$ cat src/rtl/vga_pixel_gen.sv
// Pixel colour generator for a 640x480 VGA stream: border, background fill and a
// square box that bounces once per frame; RGB and syncs leave through a 2-strobe pipe.
`timescale 1ns/1ps

module vga_axis_motion #(
  parameter int MIN  = 8,
  parameter int MAX  = 600,
  parameter int STEP = 2,
  parameter int INIT = 304
)(
  input  logic       clk,
  input  logic       reset,
  input  logic       en,
  output logic [9:0] pos,
  output logic       bounce
);
  typedef enum logic {INC, DEC} dir_t;
  dir_t        dir;
  logic [10:0] pos_w, up;
  logic        hit_max, hit_min;

  // 11-bit compares keep pos+STEP and MIN+STEP free of wrap-around
  assign pos_w   = {1'b0, pos};
  assign up      = pos_w + 11'(STEP);
  assign hit_max = up >= 11'(MAX);
  assign hit_min = pos_w <= 11'(MIN + STEP);
  assign bounce  = en & ((dir == INC) ? hit_max : hit_min);

  always_ff @(posedge clk or posedge reset) begin
    if (reset) begin
      pos <= 10'(INIT);
      dir <= INC;
    end else if (en) begin
      case (dir)
        INC: if (hit_max) begin pos <= 10'(MAX); dir <= DEC; end
             else pos <= up[9:0];
        DEC: if (hit_min) begin pos <= 10'(MIN); dir <= INC; end
             else pos <= pos - 10'(STEP);
      endcase
    end
  end
endmodule

module vga_pixel_gen #(
  parameter int          BOX_SIZE     = 32,
  parameter int          STEP         = 2,
  parameter int          BORDER_W     = 8,
  parameter logic [11:0] BG_COLOR     = 12'h008,
  parameter logic [11:0] BORDER_COLOR = 12'hFFF
)(
  input  logic        clk,
  input  logic        reset,
  input  logic        p_tick,
  input  logic        video_on,
  input  logic        hsync,
  input  logic        vsync,
  input  logic [9:0]  pixel_x,
  input  logic [9:0]  pixel_y,
  input  logic        pause,
  output logic [11:0] rgb,
  output logic        hsync_out,
  output logic        vsync_out,
  output logic        frame_tick
);
  localparam int XMAX = 640 - BORDER_W - BOX_SIZE;
  localparam int YMAX = 480 - BORDER_W - BOX_SIZE;
  localparam logic [3:0][11:0] PAL = {12'hFF0, 12'h00F, 12'h0F0, 12'hF00};

  typedef struct packed {
    logic [9:0] x;
    logic [9:0] y;
    logic       von;
    logic       hs;
    logic       vs;
  } pix_t;

  logic             p_tick_d, vsync_d, ps, move_en;
  pix_t             s1;
  logic [1:0]       color_idx;
  logic [1:0][9:0]  box_pos;
  logic [1:0]       bounce;
  logic [10:0]      x_w, y_w, bx_w, by_w;
  logic             in_border, in_box;
  logic [11:0]      pix_color;

  assign ps         = p_tick_d & ~p_tick;
  assign frame_tick = vsync_d & ~vsync;
  assign move_en    = frame_tick & ~pause;

  // axis 0 = x, axis 1 = y; positions only move on the vsync falling edge
  for (genvar a = 0; a < 2; a++) begin : g_axis
    vga_axis_motion #(
      .MIN (BORDER_W),
      .MAX ((a == 0) ? XMAX : YMAX),
      .STEP(STEP),
      .INIT((a == 0) ? 304 : 224)
    ) u_axis (
      .clk   (clk),
      .reset (reset),
      .en    (move_en),
      .pos   (box_pos[a]),
      .bounce(bounce[a])
    );
  end

  assign x_w  = {1'b0, s1.x};
  assign y_w  = {1'b0, s1.y};
  assign bx_w = {1'b0, box_pos[0]};
  assign by_w = {1'b0, box_pos[1]};

  assign in_border = (x_w < 11'(BORDER_W)) || (x_w >= 11'(640 - BORDER_W)) ||
                     (y_w < 11'(BORDER_W)) || (y_w >= 11'(480 - BORDER_W));
  assign in_box    = (x_w >= bx_w) && (x_w < bx_w + 11'(BOX_SIZE)) &&
                     (y_w >= by_w) && (y_w < by_w + 11'(BOX_SIZE));

  always_comb begin
    pix_color = BG_COLOR;
    if (!s1.von)        pix_color = '0;
    else if (in_border) pix_color = BORDER_COLOR;
    else if (in_box)    pix_color = PAL[color_idx];
  end

  always_ff @(posedge clk or posedge reset) begin
    if (reset) begin
      p_tick_d <= 1'b0;
      vsync_d  <= 1'b0;
    end else begin
      p_tick_d <= p_tick;
      vsync_d  <= vsync;
    end
  end

  // corner hits raise both bounce bits but advance the palette only once
  always_ff @(posedge clk or posedge reset) begin
    if (reset)          color_idx <= 2'd0;
    else if (|bounce)   color_idx <= color_idx + 2'd1;
  end

  always_ff @(posedge clk or posedge reset) begin
    if (reset) begin
      s1        <= '{x: 10'd0, y: 10'd0, von: 1'b0, hs: 1'b1, vs: 1'b1};
      rgb       <= 12'h000;
      hsync_out <= 1'b1;
      vsync_out <= 1'b1;
    end else if (ps) begin
      s1        <= '{x: pixel_x, y: pixel_y, von: video_on, hs: hsync, vs: vsync};
      rgb       <= pix_color;
      hsync_out <= s1.hs;
      vsync_out <= s1.vs;
    end
  end
endmodule

$ cat config.mk
export PLATFORM = sky130hd
export DESIGN_NAME = vga_pixel_gen
export DESIGN_NICKNAME = d
export VERILOG_FILES = /design/src/rtl/vga_pixel_gen.sv
export SDC_FILE = /design/constraint.sdc
export NUM_CORES = 1
export LEC_CHECK = 0
export BUFFER_PORTS_ARGS = -buffer_cell sky130_fd_sc_hd__buf_2
export CELL_PAD_IN_SITES_DETAIL_PLACEMENT = 1
export CELL_PAD_IN_SITES_GLOBAL_PLACEMENT = 1
export CORE_ASPECT_RATIO = 0.7
export CORE_MARGIN = 5
export CORE_UTILIZATION = 30
export CTS_BUF_LIST = sky130_fd_sc_hd__clkbuf_4 sky130_fd_sc_hd__clkbuf_8 sky130_fd_sc_hd__clkbuf_16
export CTS_CLUSTER_SIZE = 40
export DETAILED_ROUTE_END_ITERATION = 10
export PLACE_DENSITY = 0.58
export REMOVE_ABC_BUFFERS = 1
export SLEW_MARGIN = 30
export SYNTH_ARGS = -nofsm -noshare
export SYNTH_HDL_FRONTEND = slang
export SYNTH_HIERARCHICAL = 1
export SYNTH_SLANG_ARGS = --single-unit
$ cat constraint.sdc
create_clock -name clk -period 3.7 [get_ports clk]
set_input_delay 0.37 -clock clk [delete_from_list [all_inputs] [get_ports clk]]
set_output_delay 0.37 -clock clk [all_outputs]
set_load 0.02 [all_outputs]
==> results.md <==
* Status: completed
* IO Count at 42
* Largest cells by area after synthesis: dfrtp_1, ha_1, nand2_1
* Adder-cell area share of the yosys netlist at 0.1164
* Detailed Routing Iterations Pass 1 at 4
* Leak Pwr at 2.144 nW
* Layout area overhead at 10.06%
* Mux cell area share after synthesis at 0.01224
* Yosys top cell by area: dfrtp_1
* Post-route setup slack at 1.081 ns
* Post-Synthesis Cell Area at 4192 um^2
* Vias in the first global route at 3904
* FMAX at 381.9 MHz
* Core region area at 13830 um^2
* Max-slew headroom at 0.4398
* Largest net degree at the start of global routing at 32
* Final count of negative-setup-slack endpoints at 0
* Met1 Use GR at 0.2185
* Global-route wire length before repair at 19810 um
* Number of vias per cell at 5.083
* Compound-gate portion of the synthesized area at 0.1761
* Met2 Usage GRT at 0.2330
* Fin crit share at 0.7078
* # diodes at 0
* TritonCTS buffer count at 5
* Top-count cell post-synth: nand2_1
* Worst clock skew at 0.007805 ns
* Crit-path max FO at 10
* Die area at 16470 um^2
* Pwr Density at 577.0 nW/um^2
* Post-synth top area share at 0.2567
* H-Tree Depth at 2
* Synth warn at 6
* Buffers inserted by post-CTS timing repair at 0
* # DRC at 0
* Slew @ Worst Pin at 0.8366 ns
* Number of synthesized flops with an enable pin at 0
* RSZ-0062 raised after global routing: false
* Worst skew pair latency at 0.30 ns
* Final worst path period need at 2.619 ns
* Fin. max-slew vios at 0
* Worst Hold Class: primary input to register
* Asr flop ratio synth at 1.000
* Largest family of logic cells by synthesized area: simple AND/OR/NAND/NOR gates
* GR Overflow Total at 0
* Die Wd at 151.3 um
* Worst-path clk slew at 0.08 ns
* Root buf cell: clkbuf_16
* Kind of critical path: register to register
* Xor/xnor cell area share of the yosys netlist at 0.02925
* Number of synthesized register bits at 53
* CP Data Arrival Time at 2.80 ns
* VDD IR max at 0.2086 mV
* Die H at 108.9 um
* Number of DRC markers in iteration 0 at 152
* Grt peak-use layer: met2
* Share of cells above drive strength 1 at 0.1529
* Nets@finish at 608
* Initial Util at 0.3031
* GRT Overall Usage at 0.1484
* RePlAce Congestion at 0.8521
* I/O Buffers at 41
* Hpwl dp at 8781 um
* CTS Buffer Depth at 2
* Routed len/inst at 15.71 um
* Pre-CTS setup slack at 1.112 ns
* Final ANT Viol Nets at 0
* Final Hold Vio Count at 0
* Max cap viols at 0
* Sequential area share after synthesis at 0.3194
* Synth Area in Simple Gates at 0.2552
* Synth Instances at 528
* WL final at 11520 um
* Synth cell types at 70
* M3 GR Usage at 0.02451
* Crit path launch type: register
* Ys flop type: dfrtp_1
* CTS sink cnt at 53
* Setup TNS at 0 ns
* Crit end category: register
* Via count at 3726
* Antenna violations before repair at 0
* TritonCTS clock tree: built
* Req. time, crit path at 3.88 ns
* Row count at 36
* Mean area per synthesized cell at 7.938 um^2
* Top post-synthesis cells by count: nand2_1, dfrtp_1, inv_1, ha_1, o21ai_0
==> kinds of logic after synthesis <==
logic type / count (synthesis)
adders and majority gates: 39
AOI/OAI and AO/OA: 110
xor gates and xnor gates: 14
and+or+nand+nor: 225
DFF: 53
buffers and inverters: 81
muxes: 4
other: 2
==> layout make-up <==
cell class              count  area, um^2
multi-input cells         394        2482
clock inverters             3       26.28
flip-flops and latches     53        1339
well taps                 190       237.7
fillers                  1684        9215
inverters                  42       157.7
repair buffers             46       245.2
clock buffers               5       125.1
==> cells in the final DEF (no fill, tap or decap), types with 5 or more instances in the layout <==
master | synthesis | layout
dfstp_2 | 10 | 10
nor3_1 | 13 | 13
nand2_1 | 107 | 107
nand3_1 | 25 | 25
nand4_1 | 11 | 11
o21ai_0 | 30 | 30
a211oi_1 | 9 | 9
a22oi_1 | 5 | 5
a21oi_1 | 22 | 22
clkbuf_16 | 0 | 5
o31ai_1 | 5 | 5
nor2_1 | 23 | 23
nor4_1 | 5 | 5
nor2b_1 | 10 | 8
xnor2_1 | 12 | 12
dfrtp_1 | 43 | 43
a31oi_1 | 5 | 5
ha_1 | 39 | 39
buf_2 | 9 | 41
inv_1 | 41 | 41
==> power breakdown <==
group          internal, W  leakage, nW  switching, W
Sequential        0.000725        0.631      0.000294
Clock             0.000257       0.0744      0.000242
Combinational     0.000485         1.44      0.000661
==> critical path, stage by stage, from the launching register on <==
cell	delay (ns)
dfrtp_1	0.56
ha_1	0.33
nand4_1	0.22
nor2_1	0.17
mux2_2	0.39
a211oi_1	0.39
nor2_1	0.13
nor2_1	0.22
o21ai_0	0.10
==> path summary, 6_finish.rpt <==
path	cells after the start	endpoint	slack (ns)	start
worst min register to register	2	hsync_out$_DFFE_PP1P_	0.46	s1[1]$_DFFE_PP1P_
worst max register to register	8	color_idx[1]$_DFFE_PP0P_	1.08	g_axis[1].u_axis/pos[1]$_DFFE_PP0P_
worst min-delay path	1	vsync_d$_DFF_PP0_	0.21	vsync
min in group asynchronous	3	color_idx[0]$_DFFE_PP0P_	0.50	reset
max in group asynchronous	4	hsync_out$_DFFE_PP1P_	2.57	reset
worst max-delay path	8	color_idx[1]$_DFFE_PP0P_	1.08	g_axis[1].u_axis/pos[1]$_DFFE_PP0P_
==> per-stage QoR <==
step / total power [W] / cell area, um^2 / instances / utilization / hold WS, ns
global route: 0.002918 / 4613 / 733 / 0.3336 / 0.2076
finish: 0.002662 / 4613 / 733 / 0.3336 / 0.2092
detailed placement: 0.002175 / 4452 / 724 / 0.3219 / 0.2743
CTS: 0.002698 / 4613 / 733 / 0.3336 / 0.2060
floorplan: 0.001794 / 3974 / 489 / - / 0.2080
global placement: 0.002135 / 4452 / 724 / 0.3219 / 0.2677
==> timing repair <==
item                                   4_1_cts  5_1_grt
endpoints found under the hold margin        2        0
hold buffers                                 1        0
resized for setup                            0        0
==> flip-flops by register name, indices dropped and copies added, names as in the netlist <==
register	cells
rgb	4
s1	23
p_tick_d	1
vsync_out	1
color_idx	2
hsync_out	1
g_axis.u_axis/dir	2
g_axis.u_axis/pos	18
vsync_d	1
==> routing by layer <==
metal | up-vias | wire length, um
li1 | 1844 | -
met1 | 1825 | 5948
met2 | 53 | 5183
met3 | 4 | 329
met4 | 0 | 53
met5 | - | 0
(Power assumes the default switching activity.)
